**src/rtl/lap_memory.sv**
```systemverilog
// Lap-record store: ring of DEPTH BCD timestamps with running best lap,
// browsable read-out and a multi-cycle clear guarded by busy.
module lap_memory #(
    parameter int DIGITS    = 8,
    parameter int DEPTH     = 8,
    parameter int OVERWRITE = 1
) (
    input  logic                         clock,
    input  logic                         reset,
    input  logic                         insert,
    input  logic [4*DIGITS-1:0]          record,
    input  logic                         clear,
    input  logic                         browse_prev,
    input  logic                         browse_next,
    output logic                         busy,
    output logic [$clog2(DEPTH+1)-1:0]   count,
    output logic                         full,
    output logic                         empty,
    output logic                         dropped,
    output logic [4*DIGITS-1:0]          view_record,
    output logic [$clog2(DEPTH)-1:0]     view_index,
    output logic [4*DIGITS-1:0]          best_record
);

    localparam int W  = 4*DIGITS;
    localparam int PW = $clog2(DEPTH);
    localparam int CW = $clog2(DEPTH+1);

    typedef enum logic {IDLE, CLEARING} state_t;

    state_t        state;
    logic [W-1:0]  slots [DEPTH];
    logic [PW-1:0] wp;
    logic [PW-1:0] clr_ptr;
    logic [PW-1:0] wp_next;
    logic [PW-1:0] view_addr;
    logic [PW-1:0] wr_addr;
    logic [W-1:0]  wr_data;
    logic          accept;
    logic          wr_en;
    logic          browse_up;
    logic          browse_down;

    always_comb begin
        int unsigned addr_sum;
        wp_next = (wp == PW'(DEPTH-1)) ? '0 : wp + 1'b1;
        // Offset by DEPTH keeps the subtraction non-negative for any DEPTH.
        addr_sum  = 32'(wp) + 32'(DEPTH) - 32'd1 - 32'(view_index);
        view_addr = PW'(addr_sum % 32'(DEPTH));

        accept  = (state == IDLE) && !clear && insert && (!full || OVERWRITE != 0);
        wr_en   = accept || (state == CLEARING);
        wr_addr = (state == CLEARING) ? clr_ptr : wp;
        wr_data = (state == CLEARING) ? '0 : record;

        browse_up   = browse_prev && !browse_next && !empty &&
                      (CW'(view_index) < (count - 1'b1));
        browse_down = browse_next && !browse_prev && (view_index != '0);
    end

    always_ff @(posedge clock) begin
        if (!reset && wr_en)
            slots[wr_addr] <= wr_data;
    end

    always_ff @(posedge clock) begin
        if (reset) begin
            state       <= IDLE;
            busy        <= 1'b0;
            count       <= '0;
            full        <= 1'b0;
            empty       <= 1'b1;
            dropped     <= 1'b0;
            wp          <= '0;
            clr_ptr     <= '0;
            view_index  <= '0;
            view_record <= '0;
            best_record <= '1;
        end else begin
            dropped     <= 1'b0;
            view_record <= empty ? '0 : slots[view_addr];
            case (state)
                IDLE: begin
                    if (clear) begin
                        state       <= CLEARING;
                        busy        <= 1'b1;
                        count       <= '0;
                        full        <= 1'b0;
                        empty       <= 1'b1;
                        wp          <= '0;
                        clr_ptr     <= '0;
                        view_index  <= '0;
                        best_record <= '1;
                    end else if (insert) begin
                        // A rejected insert still blocks browsing this cycle.
                        if (accept) begin
                            wp         <= wp_next;
                            view_index <= '0;
                            if (!full) begin
                                count <= count + 1'b1;
                                empty <= 1'b0;
                                full  <= (count == CW'(DEPTH-1));
                            end
                            if (record < best_record)
                                best_record <= record;
                        end else begin
                            dropped <= 1'b1;
                        end
                    end else if (browse_up) begin
                        view_index <= view_index + 1'b1;
                    end else if (browse_down) begin
                        view_index <= view_index - 1'b1;
                    end
                end
                CLEARING: begin
                    clr_ptr <= clr_ptr + 1'b1;
                    if (clr_ptr == PW'(DEPTH-1)) begin
                        state <= IDLE;
                        busy  <= 1'b0;
                    end
                    if (insert)
                        dropped <= 1'b1;
                end
                default: state <= IDLE;
            endcase
        end
    end

endmodule

```
**config.mk**
```make
export PLATFORM = sky130hd
export DESIGN_NAME = lap_memory
export DESIGN_NICKNAME = d
export VERILOG_FILES = /design/src/rtl/lap_memory.sv
export SDC_FILE = /design/constraint.sdc
export NUM_CORES = 1
export LEC_CHECK = 0
export ABC_AREA = 1
export CORE_MARGIN = 4
export CORE_UTILIZATION = 33
export DETAILED_ROUTE_END_ITERATION = 10
export GPL_TIMING_DRIVEN = 0
export PLACE_DENSITY_LB_ADDON = 0.05
export SLEW_MARGIN = 20
export SYNTH_ARGS = -nofsm -noshare
export SYNTH_HDL_FRONTEND = slang
export SYNTH_SLANG_ARGS = --single-unit
```
**constraint.sdc**
```tcl
create_clock -name clock -period 5 [get_ports clock]
set_input_delay 0.5 -clock clock [delete_from_list [all_inputs] [get_ports clock]]
set_output_delay 0.5 -clock clock [all_outputs]
set_load 0.1 [all_outputs]
```
==> implementation parameters <==
Parameter                              Value

GRT
  Largest net degree at the start of global routing ... 22
  Global-route wire length before repair ... 58600 um
  Global router's overall resource usage ... 16.5%
  Number of antenna violations at the first check in global routing ... 0
  Number of global-route vias before repair ... 9518
  Global-route congestion overflow total ... 0

Finish
  Area delta synth->final ... 23.3%
  Most common library cell in the layout ignoring fill and taps ... sky130_fd_sc_hd__edfxtp_1
  Nets@finish ... 1528
  Layout Cells excl Fill ... 2019
  Commonest cells after routing, fill and taps aside ... sky130_fd_sc_hd__edfxtp_1, sky130_fd_sc_hd__inv_1, sky130_fd_sc_hd__nand2_1
  Ratio of cells with drive above 1 in the final layout ... 7.98%

Flow run
  # Max-Cap Violations ... 0

Floorplan
  Die W ... 216 um
  Die outline area ... 0.0465 mm2
  Initial core utilization ... 33.7%
  Core area ... 0.0422 mm2
  Vertical extent of the die ... 216 um
  Number of standard-cell rows in the floorplan ... 75
  Top-Level Pins ... 113

Clocking
  Total clock buffers created by CTS ... 39
  Clock-pin slew reported for the worst setup and hold paths after clock tree synthesis ... 0.06 ns
  Post-CTS Setup Inserts ... 0
  Insertion delay to the later sink of the worst-skew pair ... 0.55 ns
  Clock tree from TritonCTS ... built
  Depth of the CTS H-tree ... 2
  Max Buffers Root-to-Sink ... 3
  TritonCTS sink count ... 338
  Clock Tree Root ... sky130_fd_sc_hd__clkbuf_16
  Post-CTS Hold Fix Bufs ... 0
  PostCTS Resize Cnt ... 0

Setup path
  CP max FO ... 10
  Capturing instance or port of the critical path ... view_record[18]$_SDFF_PP0_
  Data required, critical path ... 5.43 ns
  Capturing element type of the critical path ... register
  Minimum setup slack among reg-to-reg paths ... 1.96 ns
  Capture instance of the worst register-to-register path ... view_record[18]$_SDFF_PP0_
  Worst Setup Start Kind ... register
  Launching point of the worst reg2reg path ... view_index[0]$_SDFFE_PP0P_
  Launching element of the worst setup path ... view_index[0]$_SDFFE_PP0P_
  Arrival time reported for the critical path endpoint ... 3.47 ns
  R2r worst-path depth ... 9
  Kind of critical path ... reg2reg

Synthesis
  Count of mapped cells out of synthesis ... 1286
  Synth Net Count ... 1366
  Average size of a mapped cell ... 11.1 um2
  Cell types with the largest area share after synthesis ... sky130_fd_sc_hd__edfxtp_1, sky130_fd_sc_hd__dfxtp_1, sky130_fd_sc_hd__inv_1
  Area leader, netlist ... sky130_fd_sc_hd__edfxtp_1
  Count of unique library cells instantiated by Yosys ... 33
  Synthesized area ... 0.0142 mm2
  Sequential cell area fraction in the yosys report ... 65.6%
  Synth Register Bits ... 338
  Area share of the largest cell type after synthesis ... 54.1%
  Yosys Warn Count ... 0

Placement
  Number of cells in the design after placement ... 1946
  Detailed placement HPWL ... 27200 um
  Routability congestion estimate from global placement ... 0.773
  Count of port buffers added during placement ... 111

Route
  Vias after detailed routing ... 9588
  Detailed-route wire length ... 39100 um
  Remaining DRCs ... 0
  Wirelength per Cell ... 19.3 um
  Detailed-route vias per instance ... 4.75
  Antenna-violating nets left ... 0
  Router iterations before antenna repair ... 5
  Initial DRC Count ... 510

Power
  Internal portion of total power ... 5.01 mW
  PnR Total Power ... 7.04 mW
  Proportion of power drawn by combinational gates ... 16.6%
  Switching fraction of total power ... 28.8%
  Net switching power ... 2.03 mW
  Power density of the placed cells ... 402 mW/mm2
  Worst IR Drop VDD ... 195 uV
  Proportion of power drawn by the clock network ... 38.7%
  Part of the power in registers ... 44.8%
  Cell leakage power ... 7.08 nW

STA
  Max-Slew Margin vs Limit ... 31.2%
  Slew at the pin closest to its max-slew limit ... 1.03 ns
  Final setup viols ... 0
  Aggregate negative setup slack ... 0 ns
  Achievable clock frequency ... 0.328 GHz
  Final critical-path share of the clock period ... 60.9%
  Final-report max-slew violation count ... 0
  RSZ-0062 raised after global routing ... no
  Crit path time final ... 3.04 ns
  Number of hold violations in the final report ... 0
  Largest clock skew in the final design ... 0.0173 ns

Status
  Result of the run ... finished, final reports clean

Worst hold path
  Hold WC Path Type ... in2reg
  Number of stages on the worst hold path ... 2
==> state kept, by name, summed over array words and instances, names as in the netlist <==
signal / cells
slots: 256
best_record: 32
view_record: 32
count: 4
clr_ptr: 3
view_index: 3
wp: 3
busy: 1
dropped: 1
empty: 1
full: 1
state: 1
==> critical path, cell delays in order, from the launching register on <==
cell,delay (ns)
sky130_fd_sc_hd__dfxtp_1,0.33
sky130_fd_sc_hd__inv_2,0.13
sky130_fd_sc_hd__ha_1,0.16
sky130_fd_sc_hd__inv_1,0.05
sky130_fd_sc_hd__fa_1,0.48
sky130_fd_sc_hd__buf_2,0.24
sky130_fd_sc_hd__buf_2,0.33
sky130_fd_sc_hd__buf_1,0.66
sky130_fd_sc_hd__o211ai_1,0.24
sky130_fd_sc_hd__a31oi_1,0.32
==> power by group through the flow <==
stage	logic, mW	clock network, mW	registers, mW
final	1.17	2.72	3.15
after floorplan	0.483	0	3.52
after CTS	1.19	2.82	3.15
after global placement	1.17	0	3.22
after global routing	1.27	2.94	3.16
after detailed placement	1.18	0	3.21
==> final cells by class <==
| cell class | count | area, um2 |
|---|---|---|
| diodes | 1 | 2.50 |
| plain buffers | 70 | 339 |
| clock buffers | 58 | 1110 |
| clock inverters | 14 | 109 |
| fillers | 4032 | 24700 |
| inverters | 193 | 724 |
| multi-input cells | 685 | 3880 |
| flip-flops and latches | 338 | 9330 |
| well taps | 539 | 674 |
| repair buffers | 121 | 1360 |
==> cell families (layout without fill, tap and decap cells) <==
kind of cell | after synthesis | count (layout) | share of synthesized area (%)
simple gates | 305 | 305 | 8.97
xor+xnor | 6 | 6 | 0.370
other cells | 0 | 1 | 0
flops | 338 | 338 | 65.6
mux | 32 | 32 | 2.25
buf+inv | 263 | 456 | 7.48
fa+ha+maj | 42 | 42 | 3.80
compound gates | 300 | 300 | 11.5
==> Yosys cell counts <==
cell type                    n
sky130_fd_sc_hd__edfxtp_1  256
sky130_fd_sc_hd__inv_1     182
sky130_fd_sc_hd__nand2_1   157
sky130_fd_sc_hd__a21oi_1    96
sky130_fd_sc_hd__o21ai_0    96
sky130_fd_sc_hd__dfxtp_1    82
sky130_fd_sc_hd__nand3_1    71
sky130_fd_sc_hd__nor2_1     63
sky130_fd_sc_hd__ha_1       40
sky130_fd_sc_hd__o21ai_1    40
sky130_fd_sc_hd__a31oi_1    32
sky130_fd_sc_hd__clkbuf_1   32
sky130_fd_sc_hd__mux2i_1    32
sky130_fd_sc_hd__o211ai_1   32
sky130_fd_sc_hd__buf_2      22
sky130_fd_sc_hd__buf_1       9
sky130_fd_sc_hd__inv_2       9
sky130_fd_sc_hd__buf_6       6
sky130_fd_sc_hd__nor3_1      4
sky130_fd_sc_hd__xnor2_1     3
sky130_fd_sc_hd__xor2_1      3
sky130_fd_sc_hd__a211oi_1    2
sky130_fd_sc_hd__clkinv_1    2
sky130_fd_sc_hd__fa_1        2
sky130_fd_sc_hd__nand2_2     2
sky130_fd_sc_hd__nand2_4     2
sky130_fd_sc_hd__nand4_1     2
sky130_fd_sc_hd__or2_2       2
sky130_fd_sc_hd__buf_4       1
sky130_fd_sc_hd__nand3b_1    1
sky130_fd_sc_hd__nor2_2      1
sky130_fd_sc_hd__o21bai_1    1
sky130_fd_sc_hd__o311ai_0    1
==> how the worst min path moves through the flow <==
stage / from / endpoint / slack (ns)
5_1_grt: reset / view_index[0]$_SDFFE_PP0P_ / 0.41
2_1_floorplan: clr_ptr[1]$_SDFFE_PP0P_ / clr_ptr[1]$_SDFFE_PP0P_ / 0.45
3_5_place_dp: best_record[11]$_SDFFE_PP1P_ / best_record[11]$_SDFFE_PP1P_ / 0.47
3_3_place_gp: best_record[11]$_SDFFE_PP1P_ / best_record[11]$_SDFFE_PP1P_ / 0.47
6_report: reset / full$_SDFFE_PP0P_ / 0.41
4_1_cts: reset / full$_SDFFE_PP0P_ / 0.35
==> metrics by stage <==
step           hold WS [ns]  util, %  area (um2)  setup slack (ns)
2_1_floorplan         0.452        -       14200              1.83
3_3_place_gp          0.469     37.9       16000            -0.544
3_5_place_dp          0.471     38.6       16300              1.70
4_1_cts               0.353     41.5       17500              1.93
5_1_grt               0.410     41.5       17500              1.86
6_report              0.407     41.5       17500              1.96
==> layer usage <==
layer	part of all wire, %	up-vias	global-route usage [%]
met1	48	4567	23.0
met2	46	211	26.9
li1	-	4763	-
met4	1.7	0	4.14
met3	4.9	47	3.07
met5	0	-	0
Power figures use the tool's default switching activity.
